File: config.mk
export PLATFORM = sky130hd
export DESIGN_NAME = led_pwm_gen
export DESIGN_NICKNAME = d
export VERILOG_FILES = /design/src/rtl/led_pkg.sv /design/src/rtl/led_pwm_cmp.sv /design/src/rtl/led_pwm_gen.sv
export SDC_FILE = /design/constraint.sdc
export NUM_CORES = 1
export LEC_CHECK = 0
export ABC_AREA = 0
export CAP_MARGIN = 20
export CORE_ASPECT_RATIO = 0.9
export CORE_MARGIN = 2
export CORE_UTILIZATION = 55
export CTS_BUF_LIST = sky130_fd_sc_hd__clkbuf_2
export DETAILED_ROUTE_END_ITERATION = 7
export PLACE_DENSITY = 0.78
export SLEW_MARGIN = 20
export SYNTH_ARGS = -nofsm -noshare
export SYNTH_HDL_FRONTEND = slang
export SYNTH_SLANG_ARGS = --single-unit
File: constraint.sdc
create_clock -name GCK -period 11.5 [get_ports GCK]
set_input_delay 1.725 -clock GCK [delete_from_list [all_inputs] [get_ports GCK]]
set_output_delay 1.725 -clock GCK [all_outputs]
set_load 0.01 [all_outputs]
File: src/rtl/led_pkg.sv
// Shared constants and types for the LED line PWM generator.
package led_pkg;

   localparam int unsigned N_CH   = 16;
   localparam int unsigned GRAY_W = 16;
   localparam int unsigned WCNT_W = $clog2(N_CH);
   localparam int unsigned HALF_W = GRAY_W / 2;

   localparam logic [GRAY_W-1:0] TC16 = 16'hFFFF;
   localparam logic [HALF_W-1:0] TC8  = 8'hFF;

   typedef enum logic [1:0] {IDLE, RUN, DONE} state_e;

endpackage

File: src/rtl/led_pwm_cmp.sv
// One channel's gray-depth select and PWM compare; result is registered by the top.
module led_pwm_cmp
   import led_pkg::*;
(
   input  logic              mode,
   input  logic [GRAY_W-1:0] cnt,
   input  logic [GRAY_W-1:0] gray,
   output logic              lit
);

   logic [GRAY_W-1:0] g_sel;
   logic [GRAY_W-1:0] c_sel;

   // 8-bit mode: upper gray byte against the low counter byte, both zero-extended
   assign g_sel = mode ? {{HALF_W{1'b0}}, gray[GRAY_W-1 -: HALF_W]} : gray;
   assign c_sel = mode ? {{HALF_W{1'b0}}, cnt[HALF_W-1:0]} : cnt;
   assign lit   = c_sel < g_sel;

endmodule

File: src/rtl/led_pwm_gen.sv
// Double-buffered scan-line store plus per-channel PWM, one period per Vsync-high window.
module led_pwm_gen
   import led_pkg::*;
(
   input  logic              GCK,
   input  logic              rst,
   input  logic              Vsync,
   input  logic              mode,
   input  logic              pix_valid,
   input  logic [GRAY_W-1:0] pix_data,
   output logic              ready,
   output logic [N_CH-1:0]   OUT,
   output logic              line_done,
   output logic              underrun,
   output logic              overflow
);

   logic              vs_q;
   logic [WCNT_W-1:0] wcnt_q;
   logic              shadow_full_q;
   logic [GRAY_W-1:0] shadow_q [N_CH];
   logic [GRAY_W-1:0] active_q [N_CH];
   state_e            state_q;
   logic [GRAY_W-1:0] cnt_q;
   logic [N_CH-1:0]   out_q;
   logic [N_CH-1:0]   lit;
   logic              line_done_q;
   logic              underrun_q;
   logic              overflow_q;
   logic              rise;
   logic              tc;

   assign rise      = Vsync & ~vs_q;
   assign tc        = mode ? (cnt_q[HALF_W-1:0] == TC8) : (cnt_q == TC16);
   assign ready     = ~shadow_full_q;
   assign OUT       = out_q;
   assign line_done = line_done_q;
   assign underrun  = underrun_q;
   assign overflow  = overflow_q;

   for (genvar k = 0; k < N_CH; k++) begin : g_ch
      led_pwm_cmp u_cmp (
         .mode (mode),
         .cnt  (cnt_q),
         .gray (active_q[k]),
         .lit  (lit[k])
      );
   end

   // Bank management runs independently of the PWM FSM.
   always_ff @(posedge GCK) begin
      if (rst) begin
         vs_q          <= 1'b0;
         wcnt_q        <= '0;
         shadow_full_q <= 1'b0;
         underrun_q    <= 1'b0;
         overflow_q    <= 1'b0;
         for (int i = 0; i < N_CH; i++) begin
            shadow_q[i] <= '0;
            active_q[i] <= '0;
         end
      end else begin
         vs_q <= Vsync;
         if (rise) begin
            shadow_full_q <= 1'b0;
            if (!shadow_full_q) underrun_q <= 1'b1;
            for (int i = 0; i < N_CH; i++) begin
               active_q[i] <= shadow_full_q ? shadow_q[i] : '0;
            end
            // a coincident word opens the next line instead of being dropped
            if (pix_valid) begin
               shadow_q[0] <= pix_data;
               wcnt_q      <= WCNT_W'(1);
            end else begin
               wcnt_q <= '0;
            end
         end else if (pix_valid) begin
            if (shadow_full_q) begin
               overflow_q <= 1'b1;
            end else begin
               shadow_q[wcnt_q] <= pix_data;
               if (wcnt_q == WCNT_W'(N_CH - 1)) begin
                  wcnt_q        <= '0;
                  shadow_full_q <= 1'b1;
               end else begin
                  wcnt_q <= wcnt_q + 1'b1;
               end
            end
         end
      end
   end

   always_ff @(posedge GCK) begin
      if (rst) begin
         state_q     <= IDLE;
         cnt_q       <= '0;
         out_q       <= '0;
         line_done_q <= 1'b0;
      end else begin
         line_done_q <= 1'b0;
         if (rise) begin
            state_q <= RUN;
            cnt_q   <= '0;
            out_q   <= '0;
         end else begin
            case (state_q)
               RUN: begin
                  if (Vsync) begin
                     out_q <= lit;
                     cnt_q <= mode ? {cnt_q[GRAY_W-1:HALF_W], cnt_q[HALF_W-1:0] + 1'b1}
                                   : cnt_q + 1'b1;
                     if (tc) begin
                        state_q     <= DONE;
                        line_done_q <= 1'b1;
                     end
                  end else begin
                     out_q   <= '0;
                     state_q <= IDLE;
                  end
               end
               DONE: begin
                  out_q <= '0;
                  if (!Vsync) state_q <= IDLE;
               end
               default: begin
                  out_q   <= '0;
                  state_q <= IDLE;
               end
            endcase
         end
      end
   end

endmodule

## Yosys cells after proc, flatten, opt, wreduce, memory -nomap -nowiden

Memories as Yosys holds them, arrays and structs flattened.
Index checks and enable logic that the tools add are counted.

- Memories: 2
- RAM bits: 512
- Input port bits: 21
- Output and inout port bits: 20
- Register bits after elaboration: 43

- Eq/ne operators: 10
- $add $sub $neg: 3
- Magnitude comparators: 16
- Reduce and logical (&&, ||, !) cells: 11
- Multiplexer cells: 82
- Bitwise operators: 24

Memory list:

| memory | depth | bits a word | rd ports | clocked after memory_dff | wr ports | line | RTL |
|---|---|---|---|---|---|---|---|
| active_q | 16 | 16 | 16 | 0 | 16 | led_pwm_gen.sv:22 | `logic [GRAY_W-1:0] active_q [N_CH];` |
| shadow_q | 16 | 16 | 16 | 0 | 16 | led_pwm_gen.sv:21 | `logic [GRAY_W-1:0] shadow_q [N_CH];` |

Operator list:

| kind | number |
|---|---|
| 16-bit 2-to-1 mux | 51 |
| 16-bit < comparator | 16 |
| 1-bit 2-to-1 mux | 21 |
| 4-bit 2-to-1 mux | 5 |
| 1-bit OR | 17 |
| 16-bit by 1-bit adder with 16-bit output, second input constant | 1 |
| 16-bit equality test, second input constant | 1 |
| 16-bit OR reduction | 1 |
| 2-bit AND reduction | 5 |
| 8-bit by 1-bit adder with 8-bit output, second input constant | 1 |
| 8-bit equality test, second input constant | 1 |
| 8-bit 2-to-1 mux | 1 |
| 2-bit 2-to-1 mux | 3 |
| 3-bit inequality test, second input constant | 2 |
| 1-bit inverter | 6 |
| 3-bit AND reduction | 2 |
| 4-bit by 1-bit adder with 4-bit output, second input constant | 1 |
| 4-bit equality test, second input constant | 1 |
| 4-bit inequality test, second input constant | 1 |
| 2-bit one-hot mux with 2 select lines | 1 |
| 4-bit OR reduction | 1 |
| 2-bit by 1-bit equality test with 1-bit output, second input constant | 1 |
| 2-bit equality test, second input constant | 1 |
| 2-bit by 1-bit inequality test with 1-bit output, second input constant | 1 |
| 4 further kinds | 4 |

## Depth between registers and ports, before layout

- Depth after elaboration: 7
- Mapped depth: 11
- Gate-level depth less buffers: 7

## By module

From an unflattened synthesis, not the netlist that was laid out.

- Cells, all modules: 2350
- Area, all modules: 29181.7 µm²

Modules (own cells, without submodules):

| module | cells each | seq. area each (µm²) | instances | area an instance (µm²) |
|---|---|---|---|---|
| led_pwm_gen | 1342 | 16235.6 | 1 | 20893.8 |
| led_pwm_cmp | 63 | 0.0 | 16 | 518.0 |

## Least setup slack after synthesis

No wires, ideal clock.

- Path type: input to register
- Start point: input port Vsync
- End point: memory active_q[0][0], enable pin
- Required time: 10.780 ns
- Slack: 1.727 ns
- Path buffers: 1
- Cell stages on the path: 3
- Library setup time: 0.720 ns
- Data arrival time: 9.053 ns
- Cell sequence: nand2b_1 nand2b_2 clkbuf_1

RTL lines:

| element | line | RTL |
|---|---|---|
| from (decl) | led_pwm_gen.sv:7 | `input logic Vsync,` |
| to (decl) | led_pwm_gen.sv:22 |  |

## Final worst setup path

- Start point: input port mode
- End point: register out_q[14], in the netlist OUT[14]

- Longest elaborated chain between the ends: 2
- Elaborated cells between the ends (all ways): 3

Ends and longest elaborated chain:

| element | line | RTL |
|---|---|---|
| from (decl) | led_pwm_gen.sv:8 | `input logic mode,` |
| 16-bit 2-to-1 mux, on equally long branches | led_pwm_cmp.sv:16, led_pwm_cmp.sv:15 |  |
| 16-bit < comparator (*) | led_pwm_cmp.sv:17 | `assign lit = c_sel < g_sel;` |
| to (signal assigned) | led_pwm_gen.sv:109 | `out_q <= lit;` |
| to (decl) | led_pwm_gen.sv:25 | `logic [N_CH-1:0] out_q;` |

Every way passes the cells marked *; elsewhere a longest branch is shown, timed or not.
A chain may end at the register's enable or synchronous reset.

==> qor.txt <==
Hold path startpoint: underrun
Vias/cell: 5.922
Drt pass-1 iters: 6
Outcome: finished clean
Class of the worst hold path: flop to flop
Switching power: 0.9940 mW
Number of post-CTS setup repair buffers: 0
Worst flop-to-flop path startpoint: vs_q
RSZ-0062 raised after global routing: no
Kind of launch point of the worst setup path: input pin
Wire length of the first global-routing pass: 103,100 µm
Portion of total power attributed to combinational logic: 0.065
Number of global-route vias before repair: 18,226
Cell count after placement: 2,840
Die Footprint: 0.05292 mm²
Clock Latency Late Sink: 1.13 ns
Arrival time reported for the critical path endpoint: 5.72 ns
Critical Path Start: mode
Final sum of negative setup slack: 0 ns
Maximum root-to-sink buffer count: 3
Clock-pin slew on the worst setup and hold paths: 0.10 ns
Synth Area per Inst: 12.62 µm²
Static Leak: 13.67 nW
Aggregate global routing overflow: 0
Highest metal layer used by the detailed router: met4
CTS tree: yes
Final instance area: 0.03047 mm²
Routed WL: 67,480 µm
Die extent in x: 242.3 µm
Part of the power in the clock network: 0.351
Root cell of the clock tree: clkbuf_2
Crit-path cells: buf_8, buf_4, buf_4, mux2i_1, ha_1, a21oi_1, o221ai_1, o21ai_0, a21oi_1, a2111oi_0
Initial cell density of the core: 0.5570
#FFs+latches synth: 555
Worst VDD drop: 0.06888 mV
Final HPWL DP: 37,930 µm
Transition time at the pin with the least slew margin: 1.150 ns
Net count of the finished layout: 2,569
Largest net degree at the start of global routing: 129
Overall Global Routing Usage: 0.2591
Highest Clock Rate: 0.2092 GHz
Sequential area share after synthesis: 0.5777
Category of the worst setup path capture point: flop
Detailed-route wire length per cell: 21.77 µm
Post-Place Cell Area: 0.02908 mm²
Synth-to-layout area growth: 8.437%
CTS HTree Levels: 4
Slowest Stage Delay on Critical Path: 0.96 ns
Synth Flop Type: edfxtp_1
Number of top-level pins: 41
Number of cell instances on the worst register-to-register path: 5
Vias after detailed routing: 18,358
Minimum setup slack among reg-to-reg paths: 8.04 ns
Total Power Consumption: 3.958 mW
Number of antenna violations at the first check in global routing: 5
Met3 Wirelength: 5522 µm
Std-Cell Core Area: 0.05046 mm²
Final number of hold-violating endpoints: 0
Chip Height: 218.4 µm
Amount of wire on met2 after detailed routing: 32,210 µm
Metal-1 WL: 27,300 µm
Count of buffers from port buffering: 40
Power Density: 129.9 mW/mm²
Cell family with most CP delay: buffers and inverters
Net Sw Frac: 0.2511
RePlAce Congestion: 0.8147
Design internal power: 2.964 mW
Final worst path period need: 4.781 ns
Type of the worst setup path: input pin to flop
Max Transition Viols Final: 0
Fraction of registers with async set or reset after synthesis: 0
Post-CTS resize count: 0
Cell area after synthesis: 0.02810 mm²
Required @ worst endpoint: 12.44 ns
Final period util: 0.4157
Worst reg2reg endpoint: shadow_q[4][8]
CTS sink count: 555
Net Count, Synth: 2,492
Post-synthesis instance total: 2,226
Worst path slowest cell: buf_4
Combined buffer and inverter count along the critical path: 3
Count of non-filler cells in the finished layout: 3,100
DRC viols: 0
EDFF count, synth: 512
CTS Hold Bufs: 0
Clock buffers created by TritonCTS: 140
Share of layout cells above drive strength 1: 0.1213
DR iter-0 viols: 1,680
Sequential cell fraction of total power: 0.584
Max-Cap Viols: 0
Floorplan row count: 78
Capture point of the critical path: OUT[14]
Max-slew headroom at the worst pin: 0.2320
Count of cell types in the netlist: 48
Top fanout value on the critical path: 93
Final count of negative-setup-slack endpoints: 0
Final ANT Viol Nets: 0
YS warnings: 0
Setup skew after layout: 0.1005 ns
Number of stages on the worst setup path: 10
[cell usage after synthesis, drive strengths merged (2+ instances only)]
master | count | area (µm²)
a21oi | 85 | 425.4
a2111oi | 2 | 17.52
nand3 | 21 | 105.1
a211oi | 3 | 22.52
and2 | 208 | 1301
nand2 | 39 | 146.4
nand2b | 133 | 834.6
inv | 3 | 11.26
nor4 | 3 | 18.77
xor2 | 14 | 122.6
xnor2 | 2 | 17.52
or4 | 2 | 15.01
and3 | 327 | 2046
edfxtp | 512 | 15370
dfxtp | 43 | 860.8
buf | 35 | 220.2
and3b | 3 | 30.03
a21o | 28 | 210.2
nor3 | 17 | 96.35
o21ai | 64 | 320.3
or2 | 7 | 43.79
o211ai | 2 | 15.01
ha | 245 | 3065
nand4 | 39 | 244.0
nor2 | 87 | 326.6
nor4b | 10 | 87.58
mux2i | 128 | 1281
clkbuf | 110 | 424.2
nor2b | 25 | 163.9
and4 | 6 | 57.55
a221oi | 14 | 122.6
a31oi | 3 | 18.77
[flip-flops by register name, indices dropped and copies added, names as in the netlist]
register and count:
cnt_q 16, OUT 16, underrun 1, overflow 1
line_done 1, shadow_q 256, active_q 256, shadow_full_q 1
state_q 2, vs_q 1, wcnt_q 4
[logic make-up after synthesis]
family	count (synthesis)	share of synthesized area
AOI/OAI and AO/OA	203	0.04163
DFF	555	0.5777
adders and majority gates	245	0.1091
xor gates and xnor gates	16	0.004987
muxes	129	0.04599
and+or+nand+nor	930	0.1973
buffers and inverters	148	0.02333
[power by group through the flow]
stage | combinational, mW | clock (mW) | sequential (mW)
after global placement | 0.247 | 0 | 2.35
after floorplan | 0.168 | 0 | 2.36
after global routing | 0.283 | 1.52 | 2.32
after CTS | 0.258 | 1.41 | 2.31
after detailed placement | 0.257 | 0 | 2.36
final | 0.259 | 1.39 | 2.31
[through the flow]
stage / setup WS, ns / utilization / hold slack (ns)
after floorplan: 1.727 / - / 0.4443
after global placement: 5.658 / 0.5763 / 0.4476
after detailed placement: 5.678 / 0.5763 / 0.4600
after CTS: 6.908 / 0.6033 / 0.4776
after global routing: 6.512 / 0.6038 / 0.4959
final: 6.719 / 0.6040 / 0.4829
[routing by layer]
| layer | track usage | up-vias |
|---|---|---|
| met3 | 0.05428 | 182 |
| met1 | 0.3292 | 8937 |
| met5 | 0 | - |
| met2 | 0.4279 | 729 |
| li1 | - | 8510 |
| met4 | 0.1216 | 0 |
[tightest hold or removal path, stage by stage (launching register included)]
cell and delay [ns]:
dfxtp_1 0.34, a21oi_1 0.04, nor2_1 0.07
[worst min path at each step]
stage | end | slack [ns] | depth (start not counted)
floorplan | state_q[1] | 0.44 | 2
global placement | underrun | 0.45 | 2
detailed placement | underrun | 0.46 | 2
CTS | state_q[1] | 0.48 | 2
global route | state_q[1] | 0.50 | 2
finish | underrun | 0.48 | 2
[placed cells by master, fill, tap and decap left out, drive strengths merged, types with 6 or more instances in the layout]
master | netlist | routed
xor2 | 14 | 14
a221oi | 14 | 14
nand3 | 21 | 21
and3 | 327 | 327
mux2i | 128 | 128
clkbuf | 110 | 210
nor4b | 10 | 10
nand2 | 39 | 39
ha | 245 | 245
nand2b | 133 | 133
and2 | 208 | 208
nand4 | 39 | 39
a21o | 28 | 28
or2 | 7 | 7
nor3 | 17 | 17
nor2 | 87 | 87
a21oi | 85 | 85
buf | 35 | 41
and4 | 6 | 6
inv | 3 | 7
edfxtp | 512 | 512
clkinv | 0 | 33
nor2b | 25 | 25
clkdlybuf4s50 | 0 | 39
dfxtp | 43 | 43
o21ai | 64 | 64
[layout make-up]
cell class / instances / area, µm²
flip-flops and latches: 555 / 16240
inverters: 3 / 11.26
clock inverters: 44 / 311.5
fillers: 3980 / 19980
repair buffers: 80 / 718.2
multi-input cells: 1523 / 11280
well taps: 680 / 850.8
diodes: 5 / 12.51
clock buffers: 210 / 1051
(Power assumes the default switching activity.)
==> RTL edit 1, RTL diff (same flow settings) <==
Set the package constant `GRAY_W` to 24 (it was 16).
--- a/src/rtl/led_pkg.sv
+++ b/src/rtl/led_pkg.sv
@@ -2,7 +2,7 @@
 package led_pkg;
 
    localparam int unsigned N_CH   = 16;
-   localparam int unsigned GRAY_W = 16;
+   localparam int unsigned GRAY_W = 24;
    localparam int unsigned WCNT_W = $clog2(N_CH);
    localparam int unsigned HALF_W = GRAY_W / 2;
 
Interface: changed (resized pix_data); port bits go from 41 to 49. The function was not compared with the original's and may differ.
==> RTL edit 1 against the original RTL <==
- clock power is 42% higher
- wire length is 64% higher
- sequential cell count is 264 higher
- highest routed layer is now met5
- utilization is 0.27 points lower
- synthesized cell count is 46% higher
- total power is 46% higher
- worst setup slack better by 210 ps
- cell area is 48% higher
- synthesized area is 48% higher
==> RTL edit 1: results (changes against the original RTL) <==
- Outcome: completed (unchanged)
- Data arrival, critical path: 5860 ps (was 5720 ps)
- Critical-path maximum fanout: 186 (was 93)
- DP Area: 43000 um^2 (was 29100 um^2)
- Flop2flop setup slack: 8000 ps (was 8040 ps)
- Top Registers: active_q x384, shadow_q x384, cnt_q x24 (was active_q x256, shadow_q x256)
- Worst Hold Path EP: active_q[0][155] (was underrun)
- Global routing met3 resource utilization: 5.70% (was 5.43%)
- Vias in the first global route: 26991 (was 18226)
- Met2 GRT Util: 45.0% (was 42.8%)
- HPWL after DPL: 65000 um (was 37900 um)
- Synth Area in Adders: 11.2% (was 10.9%)
- Cell variety after synth: 57 (was 48)
- Met1 wire length: 42100 um (was 27300 um)
- Hold_ws: 497 ps (was 483 ps)
- Vias/cell: 6.01 (was 5.92)
- Post-layout nets: 3776 (was 2569)
- Compound-cell area share of the yosys netlist: 5.06% (was 4.16%)
- Drt initial violations: 3060 (was 1680)
- Final WL: 110000 um (was 67500 um)
- Placer Congestion: 0.931 (was 0.815)
- Worst setup endpoint: OUT[13] (was OUT[14])
- DR WL/cell: 24.4 um (was 21.8 um)
- Register area share after synthesis: 57.8% (about the same)
- Seq pwr share: 59.2% (was 58.4%)
- Beginning of the worst hold path: shadow_q[6][11] (was underrun)
- Setup WS pre-CTS: 5570 ps (was 5680 ps)
- Ranking of synthesized cells by area: edfxtp_1 55%, ha_1 11%, and2_1 7.9% (was edfxtp_1 55%, ha_1 11%, and3_1 7.3%)
- Share of cells above drive strength 1: 12.7% (was 12.1%)
- Maximum vdd drop: 72.2 uV (was 68.9 uV)
- Worst-path clk slew: 120 ps (was 100 ps)
- First-pass GRT wire length: 163000 um (was 103000 um)
- Hold path depth: 1 (was 2)
- Total track usage: 28.6% (was 25.9%)
- Cell-internal power: 4.28 mW (was 2.96 mW)
- XOR/XNOR Fraction of Synth Area: 0.483% (was 0.499%)
- Count of buffers from port buffering: 48 (was 40)
- Top layer in use: met5 (was met4)
- Fmax: 219 MHz (was 209 MHz)
- Total CTS buffers: 198 (was 140)
- Max_slew headroom: 24.2% (was 23.2%)
- Met3 WL: 10800 um (was 5520 um)
-- RTL edit 1: cell types whose count changed after synthesis, sizes merged, moves of 27 or more --
| cell | change |
|---|---|
| ha | +128 |
| and2 | +320 |
| a211oi | +27 |
| mux2i | +58 |
| and3 | -82 |
| a21oi | +29 |
| nand2b | +69 |
| edfxtp | +256 |
| clkbuf | +44 |
| nand2 | +39 |
-- RTL edit 1: area by class of cell --
class / instances / area (um^2)
Fill cell: 5801 / 29900
Tap cell: 970 / 1210
Timing Repair Buffer: 104 / 875
Multi-Input combinational cell: 2246 / 16900
Inverter: 5 / 18.8
Clock inverter: 71 / 418
Sequential cell: 819 / 24100
Antenna cell: 12 / 30.0
Clock buffer: 294 / 1470
-- RTL edit 1: critical path: stages --
cell and delay [ps]:
buf_8 570, buf_12 630, buf_4 920, mux2i_1 290, ha_1 280, a21o_1 170
a211oi_1 290, o211ai_1 140, and4b_1 210, a211oi_1 240
==> RTL edit 2, RTL diff (same settings) <==
Made on the original files. Re-encode `state_e` (3 states) as one-hot, 3 bits wide.
--- a/src/rtl/led_pkg.sv
+++ b/src/rtl/led_pkg.sv
@@ -9,7 +9,7 @@
    localparam logic [GRAY_W-1:0] TC16 = 16'hFFFF;
    localparam logic [HALF_W-1:0] TC8  = 8'hFF;
 
-   typedef enum logic [1:0] {IDLE, RUN, DONE} state_e;
+   typedef enum logic [2:0] {IDLE = 3'b001, RUN = 3'b010, DONE = 3'b100} state_e;
 
 endpackage
 
Behaviour: no difference found for any inputs over 4 cycles, from zero or initial values and one cycle with rst high; so few cycles prove little.
==> RTL edit 2 against the original RTL <==
- sequential cell count rose by 1
- highest routed layer unchanged
- global-route usage barely moved
- worst setup slack improved by 220 ps
- synthesized area rose by 0.31%
- clock skew fell by 4.2 ps
- total power fell by 0.33%
- non-clock buffer count rose by 10
- cell area rose by 0.21%
- utilization barely moved
- critical path depth fell by 7
- wire length rose by 1.2%
==> RTL edit 2: results (changes against the original RTL) <==
- Clock Skews: 96.3 ps (was 101 ps)
- Critical-path maximum fanout: 103 (was 93)
- Final WL: 68300 um (was 67500 um)
- Cell-internal power: 2.94 mW (was 2.96 mW)
- Total track usage: 25.9% (about the same)
- First-pass GRT wire length: 104000 um (was 103000 um)
- Post-layout nets: 2581 (was 2569)
- Ranking of synthesized cells by area: edfxtp_1 55%, ha_1 11%, and3_1 11% (was edfxtp_1 55%, ha_1 11%, and3_1 7.3%)
- Worst-Skew Late Latency: 1150 ps (was 1130 ps)
- Share of cells above drive strength 1: 12.9% (was 12.1%)
- DR pass1 iterations: 5 (was 6)
- Finished Layout Cells: 3104 (was 3100)
- Total CTS buffers: 136 (was 140)
- Register area share after synthesis: 57.7% (was 57.8%)
- Max_slew headroom: 29.0% (was 23.2%)
- M1 GR Usage: 34.4% (was 32.9%)
- Ys async rst share: 0% (unchanged)
- Outcome: completed (unchanged)
- Syn_nets: 2515 (was 2492)
- Vias/cell: 6.00 (was 5.92)
- Maximum vdd drop: 70.4 uV (was 68.9 uV)
- Placed Instances: 2857 (was 2840)
- Fill cell count: 3953 (was 3980)
- CTS max path bufs: 3 (unchanged)
- Lkg Pwr: 14.0 nW (was 13.7 nW)
- Global routing met3 resource utilization: 5.09% (was 5.43%)
- Mean Syn Cell Area: 12.5 um^2 (was 12.6 um^2)
- Initial antenna violation count: 7 (was 5)
- Met2 GRT Util: 40.8% (was 42.8%)
- Synth cell count leaders: 512 x edfxtp_1, 483 x and3_1, 245 x ha_1 (was 512 x edfxtp_1, 327 x and3_1, 245 x ha_1)
- HPWL after DPL: 39500 um (was 37900 um)
- Data arrival, critical path: 2840 ps (was 5720 ps)
- Vias in the first global route: 18354 (was 18226)
- Largest net degree at the start of global routing: 165 (was 129)
- Placer Congestion: 0.850 (was 0.815)
- Drt initial violations: 1715 (was 1680)
- Cell variety after synth: 51 (was 48)
- Worst-path clk slew: 120 ps (was 100 ps)
RTL edit 2: cell types whose count changed after synthesis, sizes merged, moves of 26 or more:
cell / change
a21oi: +26
nor4: +42
nor2: -47
and3: +156
and2: -176
nand2: +59
RTL edit 2: worst paths after layout:
kind	slack (ps)	end	from	cells after the start
setup / recovery	6940	ready	shadow_full_q	3
hold / removal	490	active_q[1][27]	shadow_q[9][11]	1
setup reg to reg	8340	active_q[1][19]	shadow_full_q	5
hold reg to reg	490	active_q[1][27]	shadow_q[9][11]	1
RTL edit 2: per-stage QoR:
step / area, um^2 / util (%) / hold WS (ps) / worst slack [ps] / power (mW)
global route: 30500 / 60.4 / 508 / 6670 / 4.10
floorplan: 28200 / - / 459 / 5670 / 2.52
finish: 30500 / 60.4 / 486 / 6940 / 3.95
detailed placement: 29200 / 57.8 / 466 / 6430 / 2.62
global placement: 29200 / 57.8 / 453 / 6540 / 2.60
CTS: 30500 / 60.4 / 476 / 6800 / 3.97
RTL edit 2: layer usage:
metal  wire length [um]  share of wire [%]  vias up
met1              28300                 41     8916
met2              30900                 45      766
li1                   -                  -     8740
met4               3170                4.6        0
met3               5920                8.7      201
met5                  0                  0        -
RTL edit 2: cells by family after synthesis:
kind of cell	after synthesis	synth area share [%]
AO/OA/AOI/OAI	218	4.39
buffers and inverters	171	2.57
flip-flops	556	57.7
AND/OR/NAND/NOR	915	19.4
adder cells (fa/ha/maj)	245	10.9
XOR/XNOR	15	0.466
multiplexers	129	4.65
RTL edit 2: power by group through the flow:
stage | registers (mW) | clock network, mW | logic [mW]
after floorplan | 2.35 | 0 | 0.172
after global placement | 2.36 | 0 | 0.244
after detailed placement | 2.36 | 0 | 0.256
after CTS | 2.31 | 1.40 | 0.258
after global routing | 2.32 | 1.49 | 0.283
final | 2.31 | 1.37 | 0.261
RTL edit 2: layout make-up:
class | instances | share of cell area, %
Inverter | 9 | 0.111
Timing Repair Buffer | 90 | 2.61
Tap cell | 680 | 2.79
Clock buffer | 198 | 3.25
Antenna cell | 4 | 0.0328
Clock inverter | 45 | 1.07
Sequential cell | 556 | 53.2
Multi-Input combinational cell | 1522 | 36.9
RTL edit 2: critical path: stages, from the launching register on:
cell	delay (ps)
dfxtp_2	330
buf_4	590
inv_1	230
clkdlybuf4s50_1	550
